==> src/rtl/if_fetch_pkg.sv <==
// Shared types and constants for the instruction-fetch stage.
package if_fetch_pkg;

    // Canonical RISC-V NOP (addi x0, x0, 0), shown to the decoder before any fetch.
    localparam logic [31:0] NOP_INST  = 32'h0000_0013;
    localparam logic [31:0] ZERO_WORD = 32'h0000_0000;

    // Fetch FSM: IDLE waits for buffer space, REQ presents the request to
    // instruction memory, WAIT holds the single outstanding request.
    typedef enum logic [1:0] {
        FETCH_IDLE = 2'd0,
        FETCH_REQ  = 2'd1,
        FETCH_WAIT = 2'd2
    } fetch_state_e;

    // One buffered instruction together with the address it was fetched from.
    typedef struct packed {
        logic [31:0] pc;
        logic [31:0] inst;
    } fetch_entry_t;

    // Instruction addresses are always word aligned.
    function automatic logic [31:0] word_align(input logic [31:0] addr);
        return {addr[31:2], 2'b00};
    endfunction

endpackage

==> src/rtl/fetch_fifo.sv <==
// Synchronous FIFO that buffers fetched {pc, inst} pairs between instruction
// memory and the decoder. A flush empties it in one cycle (redirects).
module fetch_fifo #(
    parameter int DEPTH = 2
) (
    input  logic                     clk,
    input  logic                     rst,
    input  logic                     push,
    input  logic                     pop,
    input  logic                     flush,
    input  logic [63:0]              wr_data,
    output logic [63:0]              rd_data,
    output logic [$clog2(DEPTH):0]   count,
    output logic                     empty
);

    localparam int PTR_W = $clog2(DEPTH);
    localparam int CNT_W = PTR_W + 1;
    localparam logic [CNT_W-1:0] FULL_CNT = CNT_W'(DEPTH);

    logic [63:0]      mem [DEPTH];
    logic [PTR_W-1:0] wr_ptr;
    logic [PTR_W-1:0] rd_ptr;
    logic             full;
    logic             do_push;
    logic             do_pop;

    assign full    = (count == FULL_CNT);
    assign empty   = (count == '0);
    // A push into a full buffer is only legal when an entry leaves in the same cycle.
    assign do_push = push && (!full || pop) && !flush;
    assign do_pop  = pop && !empty && !flush;

    // Show-ahead read: the head entry is visible before it is popped.
    assign rd_data = mem[rd_ptr];

    // Storage write port.
    // NOTE: the data array has no reset; only the pointers and count define
    // which entries are valid, so clearing the storage would buy nothing.
    always_ff @(posedge clk) begin
        if (do_push) begin
            mem[wr_ptr] <= wr_data;
        end
    end

    // Pointer and occupancy tracking; flush discards everything in one cycle.
    // NOTE: sequential state uses non-blocking assignments so every register
    // samples values from before the clock edge, regardless of statement order.
    always_ff @(posedge clk) begin
        if (rst || flush) begin
            wr_ptr <= '0;
            rd_ptr <= '0;
            count  <= '0;
        end else begin
            if (do_push) begin
                wr_ptr <= wr_ptr + PTR_W'(1);
            end
            if (do_pop) begin
                rd_ptr <= rd_ptr + PTR_W'(1);
            end
            case ({do_push, do_pop})
                2'b10:   count <= count + CNT_W'(1);
                2'b01:   count <= count - CNT_W'(1);
                default: count <= count;
            endcase
        end
    end

endmodule

==> src/rtl/if_fetch.sv <==
// Instruction-fetch stage: owns the PC, keeps at most one request in flight
// to instruction memory, buffers returned words and hands them to the decoder
// with a one-cycle id_en strobe. Redirects flush the buffer and squash any
// response that belongs to the old instruction stream.
module if_fetch
    import if_fetch_pkg::*;
#(
    parameter logic [31:0] RESET_PC   = 32'h0000_0000,
    parameter int          FIFO_DEPTH = 2
) (
    input  logic        clk,
    input  logic        rst,
    input  logic        stall_i,
    input  logic        redirect_i,
    input  logic [31:0] redirect_pc_i,
    output logic        imem_req_o,
    output logic [31:0] imem_addr_o,
    input  logic        imem_gnt_i,
    input  logic        imem_rvalid_i,
    input  logic [31:0] imem_rdata_i,
    output logic [31:0] inst_o,
    output logic [31:0] pc_o,
    output logic        id_en
);

    localparam int CNT_W = $clog2(FIFO_DEPTH) + 1;
    localparam logic [CNT_W-1:0] DEPTH_CNT = CNT_W'(FIFO_DEPTH);

    fetch_state_e     state;
    fetch_state_e     state_next;
    logic [31:0]      pc;
    logic [31:0]      pc_next;
    logic [31:0]      req_addr;
    logic             discard;
    logic             discard_next;
    logic             outstanding;

    logic             push;
    logic             pop;
    logic             fifo_empty;
    logic [CNT_W-1:0] fifo_count;
    logic [CNT_W-1:0] occupancy;
    logic [CNT_W-1:0] count_after;
    fetch_entry_t     wr_entry;
    fetch_entry_t     rd_entry;

    // Only the WAIT state has a request in flight.
    assign outstanding = (state == FETCH_WAIT);
    // Issue check counts the in-flight word so the buffer can never overflow.
    assign occupancy   = fifo_count + CNT_W'(outstanding);

    assign imem_req_o  = (state == FETCH_REQ);
    assign imem_addr_o = pc;

    // Deliver at most every other cycle so the decoder always sees a rising edge.
    assign pop = !fifo_empty && !stall_i && !redirect_i && !id_en;

    // The returned word is tagged with the address of the request that fetched it.
    assign wr_entry = '{pc: req_addr, inst: imem_rdata_i};

    fetch_fifo #(
        .DEPTH   (FIFO_DEPTH)
    ) u_fifo (
        .clk     (clk),
        .rst     (rst),
        .push    (push),
        .pop     (pop),
        .flush   (redirect_i),
        .wr_data (wr_entry),
        .rd_data (rd_entry),
        .count   (fifo_count),
        .empty   (fifo_empty)
    );

    // Next-state, next-PC and squash logic; redirect overrides normal progress.
    // NOTE: every signal written here gets a default first, otherwise a path
    // that skips an assignment would infer a latch.
    always_comb begin
        state_next   = state;
        pc_next      = pc;
        discard_next = discard;
        push         = 1'b0;
        count_after  = fifo_count;

        unique case (state)
            FETCH_IDLE: begin
                if (occupancy < DEPTH_CNT) begin
                    state_next = FETCH_REQ;
                end
            end
            FETCH_REQ: begin
                if (imem_gnt_i) begin
                    pc_next    = pc + 32'd4;
                    state_next = FETCH_WAIT;
                end
            end
            FETCH_WAIT: begin
                if (imem_rvalid_i) begin
                    if (discard) begin
                        discard_next = 1'b0;
                    end else begin
                        push = 1'b1;
                    end
                    count_after = fifo_count + CNT_W'(push) - CNT_W'(pop);
                    state_next  = (count_after < DEPTH_CNT) ? FETCH_REQ : FETCH_IDLE;
                end
            end
            default: begin
                state_next = FETCH_IDLE;
            end
        endcase

        if (redirect_i) begin
            pc_next      = word_align(redirect_pc_i);
            push         = 1'b0;
            // A response still owed to the old stream must be thrown away.
            discard_next = ((state == FETCH_WAIT) && !imem_rvalid_i) ||
                           ((state == FETCH_REQ)  && imem_gnt_i);
            unique case (state)
                FETCH_REQ:  state_next = imem_gnt_i    ? FETCH_WAIT : FETCH_IDLE;
                FETCH_WAIT: state_next = imem_rvalid_i ? FETCH_IDLE : FETCH_WAIT;
                default:    state_next = FETCH_IDLE;
            endcase
        end
    end

    // FSM state register.
    always_ff @(posedge clk) begin
        if (rst) begin
            state <= FETCH_IDLE;
        end else begin
            state <= state_next;
        end
    end

    // PC, squash flag and the address of the request currently in flight.
    always_ff @(posedge clk) begin
        if (rst) begin
            pc       <= RESET_PC;
            discard  <= 1'b0;
            req_addr <= RESET_PC;
        end else begin
            pc      <= pc_next;
            discard <= discard_next;
            if ((state == FETCH_REQ) && imem_gnt_i) begin
                req_addr <= pc;
            end
        end
    end

    // Decoder interface: strobe plus held {pc, inst} of the last delivery.
    always_ff @(posedge clk) begin
        if (rst) begin
            inst_o <= NOP_INST;
            pc_o   <= ZERO_WORD;
            id_en  <= 1'b0;
        end else begin
            id_en <= pop;
            if (pop) begin
                pc_o   <= rd_entry.pc;
                inst_o <= rd_entry.inst;
            end
        end
    end

endmodule
==> config.mk <==
export PLATFORM = sky130hd
export DESIGN_NAME = if_fetch
export DESIGN_NICKNAME = d
export VERILOG_FILES = /design/src/rtl/if_fetch_pkg.sv /design/src/rtl/fetch_fifo.sv /design/src/rtl/if_fetch.sv
export SDC_FILE = /design/constraint.sdc
export NUM_CORES = 1
export LEC_CHECK = 0
export CAP_MARGIN = 20
export CELL_PAD_IN_SITES_DETAIL_PLACEMENT = 0
export CELL_PAD_IN_SITES_GLOBAL_PLACEMENT = 1
export CORE_MARGIN = 3
export CORE_UTILIZATION = 45
export DETAILED_ROUTE_END_ITERATION = 16
export GPL_TIMING_DRIVEN = 1
export PLACE_DENSITY = 0.92
export SYNTH_ARGS = -nofsm -noshare
export SYNTH_HDL_FRONTEND = slang
export SYNTH_HIERARCHICAL = 1
export SYNTH_SLANG_ARGS = --single-unit
==> constraint.sdc <==
create_clock -name clk -period 13.3 [get_ports clk]
set_input_delay 1.33 -clock clk [delete_from_list [all_inputs] [get_ports clk]]
set_output_delay 1.33 -clock clk [all_outputs]
set_load 0.05 [all_outputs]
**Word-level counts from Yosys, hierarchy flattened**

Memories as Yosys holds them, arrays and structs flattened. A register that Yosys moved wholly into a read port is not among the register bits.
Index checks and enable logic that the tools add are counted.

- Register bits: 72
- Memory bits (writable): 128
- Bits of input ports: 70
- Output and inout port bits: 98
- Memories: 1

Memory list:

| memory | depth | bits a word | rd ports | clocked after Yosys merged registers in | write ports | line | source |
|---|---|---|---|---|---|---|---|
| u_fifo.mem | 2 | 64 | 1 | 1 | 1 | fetch_fifo.sv:21 | `logic [63:0] mem [DEPTH];` |

- Add/subtract/negate cells: 8
- $lt $le $gt $ge: 2
- Eq/ne operators: 8
- Multiplexer cells: 24
- Reductions and logical operators: 30

Operators by type and width:

| kind | count |
|---|---|
| 32-bit two-way mux | 3 |
| 32-bit by 3-bit adder with 32-bit output (second input constant) | 1 |
| 1-bit two-way mux | 12 |
| 2-bit two-way mux | 6 |
| 2-bit nonzero test | 5 |
| 1-bit logical AND | 9 |
| 2-bit case mux with 2 select lines | 2 |
| 2-bit == test (second input constant) | 3 |
| 1-bit logical NOT | 6 |
| 3-bit inequality test (second input constant) | 2 |
| 2-bit case mux with 3 select lines | 1 |
| 2-bit AND reduction | 3 |
| 2-bit by 1-bit adder with 2-bit output | 2 |
| 2-bit by 1-bit == test with 1-bit output (second input constant) | 2 |
| 2-bit logical NOT | 2 |
| 2-bit < comparator (second input constant) | 2 |
| 1-bit logical OR | 3 |
| 3-bit by 2-bit inequality test with 1-bit output (second input constant) | 1 |
| 3-bit AND reduction | 1 |
| 1-bit adder (second input constant) | 2 |
| 2-bit by 1-bit adder with 2-bit output (second input constant) | 1 |
| 2-bit OR reduction | 1 |
| 2-bit by 1-bit subtractor with 2-bit output | 1 |
| 2-bit by 1-bit subtractor with 2-bit output (second input constant) | 1 |

**Longest topological paths before layout**

- Word-level depth: 11
- Gate-level depth with buffers: 10
- Mapped depth without buffers: 9

**By module**

Netlist, hierarchy kept.

By module, submodules not included:

| module | times used | cells an instance | area each (sq um) | sequential area each (sq um) |
|---|---|---|---|---|
| if_fetch | 1 | 654 | 5197.5 | 2562.5 |
| fetch_fifo | 1 | 228 | 4852.2 | 3943.8 |

**Least setup slack after synthesis**

Ideal clock, no wire load.

- Path kind: input to register
- Start: in stall_i
- End: mem u_fifo.mem[0][0], enable pin
- Arrival time: 5147 ps
- Required time: 12813 ps
- Path slack: 7666 ps
- Cell stages on the path: 5
- Path buffers: 1
- Cells stage by stage: or4_1 > inv_1 > clkbuf_1 > o311ai_4 > nor2_1

- Word-level cells in the longest chain between the ends: 9

RTL lines:

| what | line | source |
|---|---|---|
| from (decl) | if_fetch.sv:13 | `input logic stall_i,` |
| 1-bit logical NOT | if_fetch.sv:56 | `assign pop = !fifo_empty && !stall_i && !redirect_i && !id_en;` |
| 1-bit logical AND (3 in a row) | if_fetch.sv:56 |  |
| named net pop | if_fetch.sv:39 | `logic pop;` |
| 1-bit logical OR | fetch_fifo.sv:31 | `assign do_push = push && (!full \|\| pop) && !flush;` |
| 1-bit logical AND (2 in a row) | fetch_fifo.sv:31 |  |
| 1-bit two-way mux | fetch_fifo.sv:41 | `if (do_push) begin` |
| 1-bit two-way mux (implied by the code) | fetch_fifo.sv:42 | `mem[wr_ptr] <= wr_data;` |
| to (decl) | fetch_fifo.sv:21 |  |

The timed path passes the listed nets, and every way through them passes these cells.

**Worst setup path in the final report**

- Start: in redirect_i
- End: mem u_fifo.mem[1][15], enable pin

- Word-level cells in the longest chain between the ends: 8
- Elaborated cells between the ends (all ways): 9
- Classes of those cells: mux (3); reduce/logical (6)

RTL lines:

| what | line | source |
|---|---|---|
| from (decl) | if_fetch.sv:14 | `input logic redirect_i,` |
| 1-bit logical NOT | fetch_fifo.sv:31, if_fetch.sv:56 |  |
| 1-bit logical AND (2 in a row) | if_fetch.sv:56 |  |
| 1-bit logical OR | fetch_fifo.sv:31 |  |
| 1-bit logical AND | fetch_fifo.sv:31 |  |
| 1-bit logical AND (*) | fetch_fifo.sv:31 |  |
| 1-bit two-way mux (*) | fetch_fifo.sv:41 |  |
| 1-bit two-way mux (implied by the code) (*) | fetch_fifo.sv:42 |  |

Every way passes the cells marked *; elsewhere a longest branch is shown, timed or not.

==> flow_summary.ini <==
[setup_path]
reg2reg_setup_slack_ps = 9920
reg2reg_depth = 7
cp.depth = 7
timing_worst_setup_path_type = in -> reg
end_kind = flip-flop
critPathMaxFanout = 67
crit_chain = clkdlybuf4s50_1 > or4_2 > inv_2 > buf_4 > o311ai_4 > nor2_4 > buf_4
endpoint = u_fifo/mem[1][15]$_DFFE_PP_
cp_common_cell = sky130_fd_sc_hd__buf_4
setup.worst_path.start = redirect_i
critical_path.reg2reg.startpoint = u_fifo/count[0]$_SDFFE_PP0P_
critical-path-slowest-cell = sky130_fd_sc_hd__clkdlybuf4s50_1
crit_arrival_ps = 4510
r2r-end = u_fifo/mem[1][15]$_DFFE_PP_
critical-path-top-delay-family = buffers and inverters
critical_path.startpoint_type = primary input
worst-endpoint-required_ps = 13440
cp_num_buf_inv = 4
slowest_delay_ps = 720

[outcome]
run_status = complete, no violations

[route]
route.detailed.drc = 0
route.antenna.remaining_nets = 0
postRouteWirelength_microns = 21800
drt_iter0_drc = 466
drt-pass1-iter-count = 4
dr_total_vias = 6961
route.detailed.wl_per_inst_microns = 16.4
vias_per_cell = 5.23

[global_route]
groute.layer.met3.usage_pct = 2.75
grt_antenna_before_repair = 0
grtUsageMet1_pct = 26.0
grt_util_met2_pct = 28.4
grt_max_degree = 70
grt-busiest-layer = met2
grt_remaining_overflow = 0
grt.total_usage_pct = 17.8
grt_pass1_wl_microns = 35500
vias_in_the_first_global_route = 6757

[finish]
area_growth_synth_to_finish_pct = 27.2
final_net_count = 1108
drive_above_1_share_pct = 11.5
antenna_cells = 0
finalNonFillerCells = 1332
fill_cells = 1892

[sta]
fin_crit_ps = 4370
max_slew_margin_pct = 37.5
worst_clock_skew_ps = 20.4
totalNegativeSetupSlack_ps = 0
final.period_utilization_pct = 32.8
slew_viol_final = 0
grt_setup_unrepaired = false
hold_viol_final = 0
number_of_endpoints_failing_setup_at_the_final_stage = 0
max_freq_mhz = 229
max_slew.worst_pin.slew_ps = 938

[yosys]
syn_avg_cell_area_sq_um = 11.4
yosysWarningCount = 6
synth_seq_area_share_pct = 64.7
synthDominantAreaCellType = sky130_fd_sc_hd__edfxtp_1
yosysTopAreaCellShare_pct = 38.2
synth_enable_flop_cells = 128
synth-main-ff-cell = sky130_fd_sc_hd__dfxtp_1
async_s_r_ff_share_synth_pct = 0
post_synth_instance_area_sq_um = 10000
synth.area.top_cells = sky130_fd_sc_hd__edfxtp_1 (38%), sky130_fd_sc_hd__dfxtp_1 (26%), sky130_fd_sc_hd__nand2_1 (7.6%)
synth_cell_types = 43
netlist_instances = 882
synth_seq_cells = 261

[pwr]
p_clk_share_pct = 43.9
p_per_area_nw_per_um2 = 134
leakage_uw = 0.00426
sw_frac_of_total_pct = 21.4
irDropWorstVdd_mv = 0.0757
switchingPower_uw = 367
power.share.sequential_pct = 50.4
power_frac_comb_pct = 5.7
internal-power_uw = 1350

[placement]
gpl.final_weighted_congestion = 0.803
dp.final_hpwl_microns = 13200
numPortBuffers = 163
placed_cells_incl_taps = 1282

[die]
initial_core_util_pct = 45.9
boundaryPins = 168
core-area_sq_um = 21900
die_h_microns = 155
std_cell_rows = 54
die_area_sq_um = 24200
floorplan.die.width_microns = 155

[clock_network]
clock_latency_ps = 530
post-cts-setup-buffer-count = 0
cts.clk_slew.worst_paths_ps = 60
clock_tree.root_cell = sky130_fd_sc_hd__clkbuf_16
cts_tree = yes
tritoncts.num_buffers = 27
post_cts.resized_instances = 0
cts_max_path_buffers = 3
clock-sinks = 261
post_cts_hold_buffer_count = 0
htree_num_levels = 1

[hold_path]
hp-class = reg -> reg

[flow_run]
maxCapViolCount = 0
## metrics by stage
stage | total power [uW] | hold slack [ps] | worst slack (ps) | area, sq um | utilization (%)
floorplan | 933 | 425 | 7670 | 10100 | -
global placement | 978 | 432 | 8360 | 11900 | 54.3
detailed placement | 979 | 441 | 8310 | 11900 | 54.3
CTS | 1740 | 450 | 8870 | 12800 | 58.4
global route | 1780 | 466 | 8660 | 12800 | 58.4
finish | 1710 | 445 | 8930 | 12800 | 58.4
## worst min path at each step
stage          slack (ps)                       from                           to  depth (start not counted)
2_1_floorplan         430   req_addr[2]$_SDFFE_PP0P_  u_fifo/mem[0][34]$_DFFE_PP_                          0
3_3_place_gp          430  req_addr[24]$_SDFFE_PP0P_  u_fifo/mem[0][56]$_DFFE_PP_                          0
3_5_place_dp          440  req_addr[19]$_SDFFE_PP0P_  u_fifo/mem[1][51]$_DFFE_PP_                          0
4_1_cts               450  req_addr[19]$_SDFFE_PP0P_  u_fifo/mem[0][51]$_DFFE_PP_                          0
5_1_grt               470   req_addr[5]$_SDFFE_PP0P_  u_fifo/mem[1][37]$_DFFE_PP_                          0
6_report              440  req_addr[12]$_SDFFE_PP0P_  u_fifo/mem[0][44]$_DFFE_PP_                          0
## area by class of cell
| class | count | area (sq um) | share of cell area (%) |
|---|---|---|---|
| flip-flops and latches | 261 | 6510 | 50.9 |
| inverters | 14 | 52.6 | 0.411 |
| clock buffers | 36 | 719 | 5.63 |
| clock inverters | 14 | 174 | 1.36 |
| well taps | 280 | 350 | 2.74 |
| multi-input cells | 556 | 3290 | 25.7 |
| repair buffers | 171 | 1690 | 13.2 |
## worst register-to-register path, cell delays in order, from the launching register on
cell                       delay, ps
sky130_fd_sc_hd__dfxtp_1         500
sky130_fd_sc_hd__nor2_1           70
sky130_fd_sc_hd__or4_2           690
sky130_fd_sc_hd__inv_2            70
sky130_fd_sc_hd__buf_4           590
sky130_fd_sc_hd__o311ai_4        220
sky130_fd_sc_hd__nor2_4          120
sky130_fd_sc_hd__buf_4           710
## power by group through the flow
| stage | sequential (uW) | clock (uW) | combinational, uW |
|---|---|---|---|
| floorplan | 900 | 0 | 33.1 |
| global placement | 881 | 0 | 97.0 |
| detailed placement | 881 | 0 | 98.1 |
| CTS | 864 | 773 | 98.6 |
| global route | 866 | 805 | 105 |
| finish | 864 | 752 | 97.7 |
## sequential cells by signal, summed over array words and instances, names as in the netlist, named ones only
register,cells
u_fifo/mem,128
inst_o,32
pc_o,32
imem_addr_o,30
req_addr,30
state,2
u_fifo/count,2
discard,1
id_en,1
u_fifo/rd_ptr,1
u_fifo/wr_ptr,1
## cells by family (layout without fill, tap and decap cells)
kind of cell,Yosys count,in the layout,synth area share (%)
xor+xnor,15,15,1.31
simple gates,307,307,13.4
flops,261,261,64.7
compound gates,155,155,9.40
buf+inv,70,235,2.90
other cells,1,6,0.0373
fa+ha+maj,7,7,0.871
mux,66,66,7.38
## routing by layer
layer	share of wire, %	routed length, microns	vias up
met5	0	0	-
met4	1.6	349	0
met3	5.1	1110	29
met2	46	10000	168
met1	47	10300	3327
li1	-	-	3437
## synth_stat cells, drive strengths merged, types with 14 or more instances
master / instances
a311oi: 18
dfxtp: 133
mux2: 65
a21oi: 94
buf: 17
nand2: 204
inv: 14
clkbuf: 39
edfxtp: 128
nor2: 41
or4: 14
## cell usage in the layout, fill, tap and decap left out, types with 2 or more instances in the layout
| cell | count |
|---|---|
| sky130_fd_sc_hd__buf_4 | 9 |
| sky130_fd_sc_hd__clkinv_1 | 4 |
| sky130_fd_sc_hd__nor2_1 | 39 |
| sky130_fd_sc_hd__nor4_1 | 4 |
| sky130_fd_sc_hd__and4_1 | 3 |
| sky130_fd_sc_hd__inv_1 | 13 |
| sky130_fd_sc_hd__a21oi_1 | 94 |
| sky130_fd_sc_hd__clkbuf_16 | 27 |
| sky130_fd_sc_hd__conb_1 | 6 |
| sky130_fd_sc_hd__nor2b_1 | 2 |
| sky130_fd_sc_hd__a32oi_1 | 2 |
| sky130_fd_sc_hd__clkinvlp_4 | 2 |
| sky130_fd_sc_hd__a211oi_1 | 12 |
| sky130_fd_sc_hd__o211ai_1 | 2 |
| sky130_fd_sc_hd__clkdlybuf4s50_1 | 162 |
| sky130_fd_sc_hd__nand2_1 | 204 |
| sky130_fd_sc_hd__dfxtp_1 | 132 |
| sky130_fd_sc_hd__mux2_2 | 65 |
| sky130_fd_sc_hd__o31ai_1 | 12 |
| sky130_fd_sc_hd__edfxtp_1 | 128 |
| sky130_fd_sc_hd__bufinv_16 | 4 |
| sky130_fd_sc_hd__xnor2_1 | 9 |
| sky130_fd_sc_hd__nand3b_1 | 3 |
| sky130_fd_sc_hd__xor2_1 | 6 |
| sky130_fd_sc_hd__ha_1 | 7 |
| sky130_fd_sc_hd__nand3_1 | 7 |
| sky130_fd_sc_hd__or4_1 | 13 |
| sky130_fd_sc_hd__or3_1 | 8 |
| sky130_fd_sc_hd__a311oi_1 | 18 |
| sky130_fd_sc_hd__nand4_1 | 8 |
| sky130_fd_sc_hd__clkbuf_1 | 8 |
| sky130_fd_sc_hd__clkinv_2 | 3 |
| sky130_fd_sc_hd__nor3_1 | 5 |
| sky130_fd_sc_hd__o21ai_0 | 12 |
| sky130_fd_sc_hd__nor2_4 | 2 |
Power figures use the tool's default switching activity.
